## src/rtl/stump_uart_tx.sv

```systemverilog
// Memory-mapped 8N1 UART transmitter for the Stump bus: TXDATA/STATUS registers,
// a 4-deep byte FIFO and a registered serial shifter with back-to-back framing.
module stump_uart_tx #(
    parameter logic [15:0] BASE_ADDR    = 16'hFF00,
    parameter int          CLKS_PER_BIT = 16
) (
    input  logic        clk,
    input  logic        rst,
    input  logic [15:0] address,
    input  logic [15:0] data_out,
    input  logic        mem_wen,
    input  logic        mem_ren,
    output logic [15:0] rd_data,
    output logic        sel,
    output logic        txd
);

    localparam logic [15:0] STAT_ADDR = BASE_ADDR + 16'd1;
    localparam logic [15:0] BAUD_LAST = 16'(CLKS_PER_BIT - 1);

    typedef enum logic [1:0] {
        IDLE  = 2'd0,
        START = 2'd1,
        DATA  = 2'd2,
        STOP  = 2'd3
    } state_t;

    state_t      state_q;
    logic [7:0]  fifo_q [4];
    logic [1:0]  wptr_q;
    logic [1:0]  rptr_q;
    logic [2:0]  count_q;
    logic [2:0]  count_d;
    logic        overrun_q;
    logic        overrun_d;
    logic [7:0]  shift_q;
    logic [2:0]  bit_q;
    logic [15:0] baud_q;
    logic        txd_q;

    logic        hit_tx;
    logic        hit_stat;
    logic        push_req;
    logic        push_ok;
    logic        pop;
    logic        baud_end;
    logic        full;
    logic        empty;
    logic        busy;
    logic [15:0] status;
    logic        unused_data_hi;

    assign hit_tx   = (address == BASE_ADDR);
    assign hit_stat = (address == STAT_ADDR);
    assign sel      = hit_tx | hit_stat;

    assign full     = (count_q == 3'd4);
    assign empty    = (count_q == 3'd0);
    assign busy     = (state_q != IDLE);
    assign baud_end = (baud_q == BAUD_LAST);

    // Pops are decided from the registered count only, so a byte pushed this
    // edge is never popped on the same edge.
    assign pop      = !empty && ((state_q == IDLE) || ((state_q == STOP) && baud_end));
    assign push_req = mem_wen && hit_tx;
    assign push_ok  = push_req && (!full || pop);

    assign status   = {9'b0, count_q, overrun_q, busy, empty, full};
    assign rd_data  = hit_stat ? status : 16'h0000;
    assign txd      = txd_q;

    assign unused_data_hi = ^data_out[15:8];

    always_comb begin
        count_d = count_q;
        if (push_ok && !pop) begin
            count_d = count_q + 3'd1;
        end else if (!push_ok && pop) begin
            count_d = count_q - 3'd1;
        end

        // A dropped write on the same edge as a STATUS read leaves the flag set.
        overrun_d = overrun_q;
        if (mem_ren && hit_stat) begin
            overrun_d = 1'b0;
        end
        if (push_req && !push_ok) begin
            overrun_d = 1'b1;
        end
    end

    always_ff @(posedge clk) begin
        if (push_ok) begin
            fifo_q[wptr_q] <= data_out[7:0];
        end
    end

    always_ff @(posedge clk or negedge rst) begin
        if (!rst) begin
            wptr_q    <= '0;
            rptr_q    <= '0;
            count_q   <= '0;
            overrun_q <= 1'b0;
        end else begin
            if (push_ok) begin
                wptr_q <= wptr_q + 2'd1;
            end
            if (pop) begin
                rptr_q <= rptr_q + 2'd1;
            end
            count_q   <= count_d;
            overrun_q <= overrun_d;
        end
    end

    always_ff @(posedge clk or negedge rst) begin
        if (!rst) begin
            state_q <= IDLE;
            txd_q   <= 1'b1;
            shift_q <= '0;
            bit_q   <= '0;
            baud_q  <= '0;
        end else begin
            case (state_q)
                IDLE: begin
                    txd_q <= 1'b1;
                    if (pop) begin
                        shift_q <= fifo_q[rptr_q];
                        baud_q  <= '0;
                        txd_q   <= 1'b0;
                        state_q <= START;
                    end
                end
                START: begin
                    if (baud_end) begin
                        baud_q  <= '0;
                        bit_q   <= '0;
                        txd_q   <= shift_q[0];
                        state_q <= DATA;
                    end else begin
                        baud_q <= baud_q + 16'd1;
                    end
                end
                DATA: begin
                    if (baud_end) begin
                        baud_q <= '0;
                        if (bit_q == 3'd7) begin
                            txd_q   <= 1'b1;
                            state_q <= STOP;
                        end else begin
                            bit_q   <= bit_q + 3'd1;
                            shift_q <= shift_q >> 1;
                            txd_q   <= shift_q[1];
                        end
                    end else begin
                        baud_q <= baud_q + 16'd1;
                    end
                end
                STOP: begin
                    if (baud_end) begin
                        baud_q <= '0;
                        // Queued data goes straight into the next start bit.
                        if (pop) begin
                            shift_q <= fifo_q[rptr_q];
                            txd_q   <= 1'b0;
                            state_q <= START;
                        end else begin
                            txd_q   <= 1'b1;
                            state_q <= IDLE;
                        end
                    end else begin
                        baud_q <= baud_q + 16'd1;
                    end
                end
                default: begin
                    txd_q   <= 1'b1;
                    state_q <= IDLE;
                end
            endcase
        end
    end

endmodule

```

## config.mk

```make
export PLATFORM = sky130hd
export DESIGN_NAME = stump_uart_tx
export DESIGN_NICKNAME = d
export VERILOG_FILES = /design/src/rtl/stump_uart_tx.sv
export SDC_FILE = /design/constraint.sdc
export NUM_CORES = 1
export LEC_CHECK = 0
export ABC_AREA = 1
export CORE_MARGIN = 1
export CORE_UTILIZATION = 56
export CTS_BUF_LIST = sky130_fd_sc_hd__clkbuf_8
export DETAILED_ROUTE_END_ITERATION = 10
export HOLD_SLACK_MARGIN = 0.06
export PLACE_DENSITY = 0.91
export SYNTH_ARGS = -nofsm -noshare
export SYNTH_HDL_FRONTEND = slang
export SYNTH_SLANG_ARGS = --single-unit
```

## constraint.sdc

```tcl
create_clock -name clk -period 3.2 [get_ports clk]
set_input_delay 0.48 -clock clk [delete_from_list [all_inputs] [get_ports clk]]
set_output_delay 0.48 -clock clk [all_outputs]
set_load 0.005 [all_outputs]
```

==> results.env, run 1 <==
CLK_PIN_SLEW_PS=90
DRT_PASS1_ITERATIONS=6
NETLIST_INSTANCES=424
TRITONCTS='done'
MOST_FREQUENT_CELL_AFTER_SYNTHESIS='sky130_fd_sc_hd__nand2_1'
COUNT_OF_INPUT_AND_OUTPUT_BUFFERS=36
SYNTH.TOP_CELLS.BY_AREA='sky130_fd_sc_hd__edfxtp_1 26%, sky130_fd_sc_hd__dfrtp_1 25%, sky130_fd_sc_hd__nand2_1 13%'
GLOBAL_ROUTE_WIRE_LENGTH_BEFORE_REPAIR_UM=13000
REPORT.POWER.TOTAL_mW=1.70
ROUTED_VIA_DENSITY=5.46
VDD_DROP_MAX_mV=0.317
FIRST_GLOBAL_VIAS=2912
YOSYS_WARNINGS=0
CTS-HTREE-LEVELS=3
POSTSYNTHAREAPERCELL_UM2=8.65
PATH_CELLS='clkdlybuf4s50_1, inv_1, nor2_1, nand4_1, nor3_1, inv_1, nor2_1, clkdlybuf4s50_1'
DP_HPWL_UM=4990
NUMCTSBUFFERS=9
INITIAL_UTILIZATION_PCT=57.8
DETAIL_ROUTE.DRC_VIOLATIONS=0
SETUP_VIOL=0
RSZ0062_AT_GRT='false'
ANTENNA_LEFT=0
OVERFLOW=0
CLK-INSERTION-DELAY-LATE_PS=360
POST-ROUTE-WORST-SETUP-SLACK_PS=257
CRITICAL_PATH_BUF_INV_COUNT=4
POST_CTS.REPAIR.SETUP_BUFFERS=0
OUTCOME='completed'
FMAX_MHz=340
CTS_HOLD_BUF=0
GRT_ANTENNA_BEFORE_REPAIR=0
CTS.SINK_COUNT=70
CRIT_PATH_START_KIND='input port'
FINAL_SETUP_SKEW_PS=15.6
CLOCK-ROOT-BUFFER='sky130_fd_sc_hd__clkbuf_8'
GRT.TOTAL_USAGE_PCT=24.0
MAX_CAP_VIOL_COUNT=0
GRT_START_MAX_NET_PINS=39
CTS_RESIZED=0
PLACEMENT.CELL_AREA_UM2=4100
SUM_OF_NEGATIVE_SETUP_SLACK_PS=0
DIE_X_UM=82.9
PIN_COUNT=54
DR.FIRST_ITER.DRC_COUNT=197
PWR_DENSITY_nW_PER_UM2=397
YOSYSSEQAREASHARE_PCT=52.1
SYNTHESIS.AREA_UM2=3670
DR_TOTAL_VIAS=3006
POST_DRT_WL_PER_CELL_UM=13.6
NETS=519
CORE_UM2=6350
YOSYS.CELL_TYPES.COUNT=32
STD_CELL_ROWS=29
TIMING_MAX_TRANSITION_VIOLATIONS_FINAL=0
SEQ_AREA_UM2=1910
MULTI_INPUT_COMB_AREA_UM2=1530
SYNTH_EDF_COUNT=32
CRITPATHARRIVALTIME_PS=2460
SLOWEST_STAGE='sky130_fd_sc_hd__clkdlybuf4s50_1'
PATH_CLASS='input port to output port'
GP_CONGESTION=0.906
MAX-CLOCK-PATH-BUFFERS=2
ANTENNADIODECOUNT=0
PLACE_WORST_SETUP_SLACK_PS=265
ROUTED_WIRELENGTH_UM=7510
HOLD_CLASS='input port to async pin'
STDCELL_AREA_UM2=4290
SLEW_HEADROOM_PCT=43.7
TOP_POST_SYNTHESIS_CELLS_BY_COUNT='123 x sky130_fd_sc_hd__nand2_1, 50 x sky130_fd_sc_hd__nand3_1, 41 x sky130_fd_sc_hd__nor2_1'
SYNTH.LARGEST_AREA_CELL='sky130_fd_sc_hd__edfxtp_1'
FP.DIEAREA_UM2=6880
DIEHEIGHT_UM=82.9
NUM-FILL-CELLS=469
NUMBER_OF_HOLD_VIOLATIONS_IN_THE_FINAL_REPORT=0
CRITICAL_PATH.ENDPOINT_TYPE='output port'
SYNTH_FLOP_CELL='sky130_fd_sc_hd__dfrtp_1'
POSTSYNTH.ASYNCRESETSHARE_PCT=54.3
YOSYS_REGISTER_BITS=70
CRITICAL_PATH.MAX_FANOUT=5
FINALCRITICALPERIOD_PS=2940
POST-ROUTE-PERIOD-UTIL_PCT=92.0
TRANSITION_TIME_AT_THE_PIN_WITH_THE_LEAST_SLEW_MARGIN_PS=844
LEAKAGE_nW=1.91
CRIT_REQUIRED_PS=2720
AREA_GROWTH_PCT=17.0
PATH_DELAY_FAMILY='buffers and inverters'
FINAL_LAYOUT_SIZE_SUFFIX_GT1_SHARE_PCT=7.59
TIMING.CRITICAL_PATH.SLOWEST_CELL_DELAY_PS=530
SYNTHDOMINANTCELLAREASHARE_PCT=26.2
[stage by stage]
| step | util [%] | hold WS [ps] | std cells |
|---|---|---|---|
| after CTS | 67.6 | 248 | 551 |
| after global routing | 67.6 | 302 | 551 |
| after floorplan | - | 184 | 432 |
| after global placement | 64.5 | 454 | 535 |
| after detailed placement | 64.5 | 459 | 535 |
| final | 67.6 | 222 | 551 |
[path summary, 6_finish.rpt]
path	start	to	slack, ps	depth (start not counted)
worst max-delay path	address[8]	rd_data[4]	260	8
worst min-delay path	rst	baud_q[10]	220	1
worst max register to register	baud_q[0]	count_q[2]	470	16
worst min register to register	shift_q[0]	shift_q[0]	480	2
max in group asynchronous	rst	bit_q[2]	2440	1
min in group clk	shift_q[0]	shift_q[0]	480	2
[cell usage in the layout (no fill, tap or decap)]
master,synthesis,layout
sky130_fd_sc_hd__nand2_1,123,123
sky130_fd_sc_hd__nand3_1,50,50
sky130_fd_sc_hd__nor2_1,41,41
sky130_fd_sc_hd__inv_1,39,40
sky130_fd_sc_hd__dfrtp_1,37,37
sky130_fd_sc_hd__clkdlybuf4s50_1,0,35
sky130_fd_sc_hd__edfxtp_1,32,32
sky130_fd_sc_hd__o21ai_0,21,21
sky130_fd_sc_hd__ha_1,13,13
sky130_fd_sc_hd__nand4_1,10,10
sky130_fd_sc_hd__conb_1,1,9
sky130_fd_sc_hd__clkbuf_8,0,9
sky130_fd_sc_hd__nor3_1,7,7
sky130_fd_sc_hd__buf_4,9,6
sky130_fd_sc_hd__a21oi_1,5,5
sky130_fd_sc_hd__xor2_1,5,5
sky130_fd_sc_hd__nand2_2,4,4
sky130_fd_sc_hd__nand2_4,3,3
sky130_fd_sc_hd__clkinv_4,0,3
sky130_fd_sc_hd__nor2_2,2,2
sky130_fd_sc_hd__clkinv_1,2,2
sky130_fd_sc_hd__o22ai_1,2,2
sky130_fd_sc_hd__nand3_2,1,1
sky130_fd_sc_hd__nand3_4,1,1
sky130_fd_sc_hd__or2_2,1,1
sky130_fd_sc_hd__o21bai_1,1,1
sky130_fd_sc_hd__nor2_8,1,1
sky130_fd_sc_hd__or2_1,1,1
sky130_fd_sc_hd__a32o_1,1,1
sky130_fd_sc_hd__o31ai_1,1,1
sky130_fd_sc_hd__xnor2_1,1,1
sky130_fd_sc_hd__fa_1,1,1
sky130_fd_sc_hd__clkinv_2,0,1
sky130_fd_sc_hd__inv_6,0,1
sky130_fd_sc_hd__bufinv_16,0,1
sky130_fd_sc_hd__buf_2,5,1
sky130_fd_sc_hd__dfstp_2,1,1
[kinds of logic (layout without fill, tap and decap cells)]
| family | count (synthesis) | in the layout | share of synthesized area (%) |
|---|---|---|---|
| AND/OR/NAND/NOR | 245 | 245 | 29.8 |
| XOR/XNOR | 6 | 6 | 1.43 |
| other | 1 | 9 | 0.102 |
| AO/OA/AOI/OAI | 31 | 31 | 4.57 |
| buffers and inverters | 57 | 99 | 6.92 |
| flip-flops | 70 | 70 | 52.1 |
| adder cells (fa/ha/maj) | 14 | 14 | 4.98 |
[registers in the layout, summed over array words and instances (netlist names)]
signal	cells
state_q	2
overrun_q	1
txd	1
shift_q	8
count_q	3
fifo_q	32
rptr_q	2
wptr_q	2
baud_q	16
bit_q	3
[area by class of cell]
type                            count  share of cell area, %
Tap cell                           77                   2.24
Sequential cell                    70                   44.6
Clock buffer                        9                   2.89
Timing Repair Buffer               42                   9.33
Multi-Input combinational cell    305                   35.7
Clock inverter                      7                   1.72
Inverter                           41                   3.58
[per-layer routing]
metal	vias up	routed length (µm)	global-route usage, %
met5	-	0	0
met4	0	175	12.1
met3	19	560	5.27
met2	136	3740	39.7
met1	1391	3040	29.8
li1	1460	-	-
[power by group]
group	total, mW	internal [mW]	switching (mW)
clock network	0.713	0.362	0.351
registers	0.940	0.940	0.0000314
logic	0.0510	0.0296	0.0214
Power figures use the tool's default switching activity.
==> inputs of run 2 (changes only) <==
TNS_END_PERCENT = 5   (was unset)
==> results of run 2 <==
No change in the layout: final DEF, timing and power equal those of run 1.
==> inputs of run 3 (changes only) <==
ABC_AREA = unset   (was 1)
PLACE_DENSITY = 0.92   (was 0.91)
clock period = 3.19 ns   (was 3.2 ns; I/O delays follow)
==> run 3 against run 2 <==
  * Combinational power is essentially flat
  * Non-clock buffer count increased by 6
  * Die area shrank 4.6%
==> results.env, run 3 <==
CRITICAL_PATH.ENDPOINT_TYPE='output port'  # unchanged
MAX_FLOP_REGISTER='fifo_q'  # unchanged
COUNT_OF_INPUT_AND_OUTPUT_BUFFERS=36  # unchanged
DR_TOTAL_VIAS=2466  # was 3,006
YOSYSSEQAREASHARE_PCT=54.7  # was 52.1%
TIMING_MAX_TRANSITION_VIOLATIONS_FINAL=0  # unchanged
TRANSITION_TIME_AT_THE_PIN_WITH_THE_LEAST_SLEW_MARGIN_PS=913  # was 844 ps
CRITPATHARRIVALTIME_PS=2620  # was 2460 ps
NUMBER_OF_HOLD_VIOLATIONS_IN_THE_FINAL_REPORT=0  # unchanged
DIE_X_UM=81.0  # was 82.9 µm
ANTENNADIODECOUNT=0  # unchanged
YOSYS.AREA_SHARE.ADDER_PCT=5.23  # was 4.98%
SYNTH.TOP_CELLS.BY_AREA='sky130_fd_sc_hd__edfxtp_1 27%, sky130_fd_sc_hd__dfrtp_1 26%, sky130_fd_sc_hd__mux2_2 5.2%'  # was sky130_fd_sc_hd__edfxtp_1 26%, sky130_fd_sc_hd__dfrtp_1 25%, sky130_fd_sc_hd__nand2_1 13%
LARGEST_REG_FLOPS=32  # unchanged
GLOBAL_ROUTE_WIRE_LENGTH_BEFORE_REPAIR_UM=11500  # was 13,000 µm
CRIT_PATH_START_KIND='input port'  # unchanged
CLK-INSERTION-DELAY-LATE_PS=350  # was 360 ps
FINAL_LAYOUT_SIZE_SUFFIX_GT1_SHARE_PCT=19.1  # was 7.59%
LEADING_REGISTERS_BY_FLOP_COUNT='fifo_q: 32 flops, baud_q: 16 flops, shift_q: 8 flops'  # unchanged
INTERNAL-POWER_mW=1.51  # was 1.33 mW
YOSYS_WARNINGS=0  # unchanged
TRITONCTS='done'  # unchanged
NUMCTSBUFFERS=9  # unchanged
NETSW_uW=346  # was 372 µW
GRT_START_MAX_NET_PINS=39  # unchanged
ROUTED_WIRELENGTH_UM=7000  # was 7510 µm
WL_MET2_UM=3490  # was 3740 µm
SLEW_HEADROOM_PCT=38.9  # was 43.7%
RSZ0062_AT_GRT='true'  # was false
DRT_PASS1_ITERATIONS=5  # was 6
SYNTHDOMINANTCELLAREASHARE_PCT=27.5  # was 26.2%
MOST_FREQUENT_CELL_AFTER_SYNTHESIS='sky130_fd_sc_hd__dfrtp_1'  # was sky130_fd_sc_hd__nand2_1
MAX_CAP_VIOL_COUNT=0  # unchanged
POST_SYNTH_MUX_AREA_SHARE_PCT=10.6  # was 0%
LEAKAGE_nW=1.72  # was 1.91 nW
FIRST_GLOBAL_VIAS=2432  # was 2,912
STD_CELL_ROWS=28  # was 29
GP_CONGESTION=0.867  # was 0.906
DETAIL_ROUTE.WIRELENGTH.MET1_UM=2880  # was 3040 µm
PATH_CLASS='input port to output port'  # unchanged
SYNTH.LARGEST_AREA_CELL='sky130_fd_sc_hd__edfxtp_1'  # unchanged
PIN_COUNT=54  # unchanged
FINAL_COMMON_CELL='sky130_fd_sc_hd__dfrtp_1'  # was sky130_fd_sc_hd__nand2_1
DP_HPWL_UM=4890  # was 4990 µm
FMAX_MHz=323
SYNTHESIS.AREA_UM2=3500  # was 3670 µm²
GRT.TOTAL_USAGE_PCT=23.8  # was 24.0%
PWR_DENSITY_nW_PER_UM2=438  # was 397 nW/µm²
CTS-HTREE-LEVELS=3  # unchanged
PWR-SHARE-SEQ_PCT=50.7  # was 55.2%
FRACTION_OF_THE_MAPPED_NETLIST_AREA_IN_COMPOUND_GATES_PCT=9.84  # was 4.57%
SYNTH_FLOP_CELL='sky130_fd_sc_hd__dfrtp_1'  # unchanged
TOP_POST_SYNTHESIS_CELLS_BY_COUNT='37 x sky130_fd_sc_hd__dfrtp_1, 32 x sky130_fd_sc_hd__edfxtp_1, 28 x sky130_fd_sc_hd__o21ai_0'  # was 123 x sky130_fd_sc_hd__nand2_1, 50 x sky130_fd_sc_hd__nand3_1, 41 x sky130_fd_sc_hd__nor2_1
POSTSYNTH.ASYNCRESETSHARE_PCT=54.3  # unchanged
ROUTED_VIA_DENSITY=5.93  # was 5.46
HIGHEST_LAYER='met4'  # unchanged
FINALCRITICALPERIOD_PS=3090
SYNTH_EDF_COUNT=32  # unchanged
YOSYS.CELL_TYPES.COUNT=46  # was 32
FP.DIEAREA_UM2=6560  # was 6880 µm²
OUTCOME='completed'  # unchanged
CLK_PIN_SLEW_PS=70  # was 90 ps
CRIT_REQUIRED_PS=2710  # was 2720 ps
REPORT.POWER.TOTAL_mW=1.86  # was 1.70 mW
CORE_UM2=5960  # was 6350 µm²
SYNTH-XOR-AREA-SHARE_PCT=1.50  # was 1.43%
HOLD_SLACK_PS=243  # was 222 ps
COMBINATIONAL_FAMILY_WITH_THE_MOST_AREA_AFTER_SYNTHESIS='simple AND/OR/NAND/NOR gates'  # unchanged
AREA_GROWTH_PCT=21.5  # was 17.0%
NETS=386  # was 519
VDD_DROP_MAX_mV=0.351  # was 0.317 mV
OVERFLOW=0  # unchanged
FINAL_SETUP_SKEW_PS=8.34  # was 15.6 ps
NETLIST_INSTANCES=287  # was 424
P_COMB_SHARE_PCT=2.8  # was 3.0%
POSTSYNTHAREAPERCELL_UM2=12.2  # was 8.65 µm²
LAYOUT_COMMON_CELLS='37 x sky130_fd_sc_hd__dfrtp_1, 33 x sky130_fd_sc_hd__clkdlybuf4s50_1, 32 x sky130_fd_sc_hd__edfxtp_1, 28 x sky130_fd_sc_hd__o21ai_0, 23 x sky130_fd_sc_hd__nand2_1'  # was 123 x sky130_fd_sc_hd__nand2_1, 50 x sky130_fd_sc_hd__nand3_1, 41 x sky130_fd_sc_hd__nor2_1, 40 x sky130_fd_sc_hd__inv_1, 37 x sky130_fd_sc_hd__dfrtp_1
DIEHEIGHT_UM=81.0  # was 82.9 µm
GRT_ANTENNA_BEFORE_REPAIR=0  # unchanged
DETAIL_ROUTE.DRC_VIOLATIONS=0  # unchanged
MAX-CLOCK-PATH-BUFFERS=2  # unchanged
DR_WL_MET3_UM=522  # was 560 µm
INITIAL_UTILIZATION_PCT=58.7  # was 57.8%
CTS.SINK_COUNT=70  # unchanged
SYNTH_SIMPLE_GATE_AREA_SHARE_PCT=13.7  # was 29.8%
POST_DRT_WL_PER_CELL_UM=16.8  # was 13.6 µm
POWER.SHARE.SWITCHING_PCT=18.6  # was 21.8%
WORSTREGTOREGCELLS=10  # was 16
DR.FIRST_ITER.DRC_COUNT=233  # was 197
CLOCK-ROOT-BUFFER='sky130_fd_sc_hd__clkbuf_8'  # unchanged
ANTENNA_LEFT=0  # unchanged
HOLD_CLASS='input port to async pin'  # unchanged
YOSYS_REGISTER_BITS=70  # unchanged
POST-ROUTE-PERIOD-UTIL_PCT=97.0
CLOCK_POWER_SHARE_PCT=46.5  # was 41.8%
CRITICAL_PATH.MAX_FANOUT=4  # was 5
SETUP_VIOL=0  # unchanged
run 3: cell types whose count changed in the layout (fill, tap and decap cells not counted), moves of 4 or more:
| cell | previous run | this run |
|---|---|---|
| sky130_fd_sc_hd__and3_1 | 0 | 6 |
| sky130_fd_sc_hd__nor2_1 | 41 | 16 |
| sky130_fd_sc_hd__nor3_1 | 7 | 3 |
| sky130_fd_sc_hd__mux4_2 | 0 | 8 |
| sky130_fd_sc_hd__mux2_2 | 0 | 16 |
| sky130_fd_sc_hd__nand2_2 | 4 | 0 |
| sky130_fd_sc_hd__buf_4 | 6 | 10 |
| sky130_fd_sc_hd__nand2_1 | 123 | 23 |
| sky130_fd_sc_hd__and2_1 | 0 | 4 |
| sky130_fd_sc_hd__o21ai_0 | 21 | 28 |
| sky130_fd_sc_hd__nand3_1 | 50 | 10 |
| sky130_fd_sc_hd__inv_1 | 40 | 12 |
| sky130_fd_sc_hd__a31oi_1 | 0 | 9 |
run 3: path summary, 6_finish.rpt:
kind,slack [ps],startpoint,end
setup / recovery,100,address[1],rd_data[0]
hold / removal,240,rst,baud_q[6]
setup reg to reg,190,baud_q[6],count_q[2]
hold reg to reg,480,baud_q[15],baud_q[15]
max in group asynchronous,2410,rst,shift_q[0]
min in group clk,480,baud_q[15],baud_q[15]
run 3: repair_timing:
action | 4_1_cts | 5_1_grt
endpoints found under the setup margin | 7 | 8
gates cloned | 0 | 0
pin swaps | 1 | 0
resized for setup | 0 | 4
hold buffers | 0 | 0
buffers inserted | 1 | 0
run 3: cells by family after synthesis:
kind of cell               count (synthesis)
xor gates and xnor gates                   6
DFF                                       70
AOI/OAI and AO/OA                         55
adders and majority gates                 14
other                                      1
and+or+nand+nor                           87
buffers and inverters                     29
muxes                                     25
run 3: area by class of cell:
cell class | instances | area (µm²)
inverter | 11 | 41.3
multi-input combinational | 196 | 1480
fill | 395 | 1710
clock inverter | 6 | 111
clock buffer | 10 | 138
timing repair buffer | 48 | 475
tap | 75 | 93.8
sequential | 70 | 1910
run 3: per-layer routing:
metal	up-vias	track usage, %
li1	1149	-
met1	1186	31.1
met2	120	38.7
met3	11	5.96
met4	0	8.57
met5	-	0
run 3: power groups by stage:
stage          sequential (mW)  clock [mW]  combinational (mW)
6_report                 0.944       0.865              0.0513
5_1_grt                  0.943       0.913              0.0581
4_1_cts                  0.943       0.875              0.0520
3_5_place_dp             0.962           0              0.0518
3_3_place_gp             0.962           0              0.0496
2_1_floorplan            0.963           0              0.0121
run 3: worst max-delay path, stage by stage:
cell                              delay [ps]
sky130_fd_sc_hd__clkdlybuf4s50_1         410
sky130_fd_sc_hd__or4_1                   540
sky130_fd_sc_hd__nor4_2                  220
sky130_fd_sc_hd__buf_4                   180
sky130_fd_sc_hd__nand2_1                  90
sky130_fd_sc_hd__nor2_1                  170
sky130_fd_sc_hd__clkdlybuf4s50_1         530
run 3: per-stage QoR:
stage,setup TNS [ps],setup WS (ps),area (µm²),std cells,util [%]
detailed placement,-1030,-273,3980,399,66.8
global placement,-650,-165,3980,399,66.8
global route,-35.4,-35.4,4250,416,71.3
finish,0,95.3,4250,416,71.3
floorplan,0,38.1,3530,295,-
CTS,0,23.1,4240,416,71.1
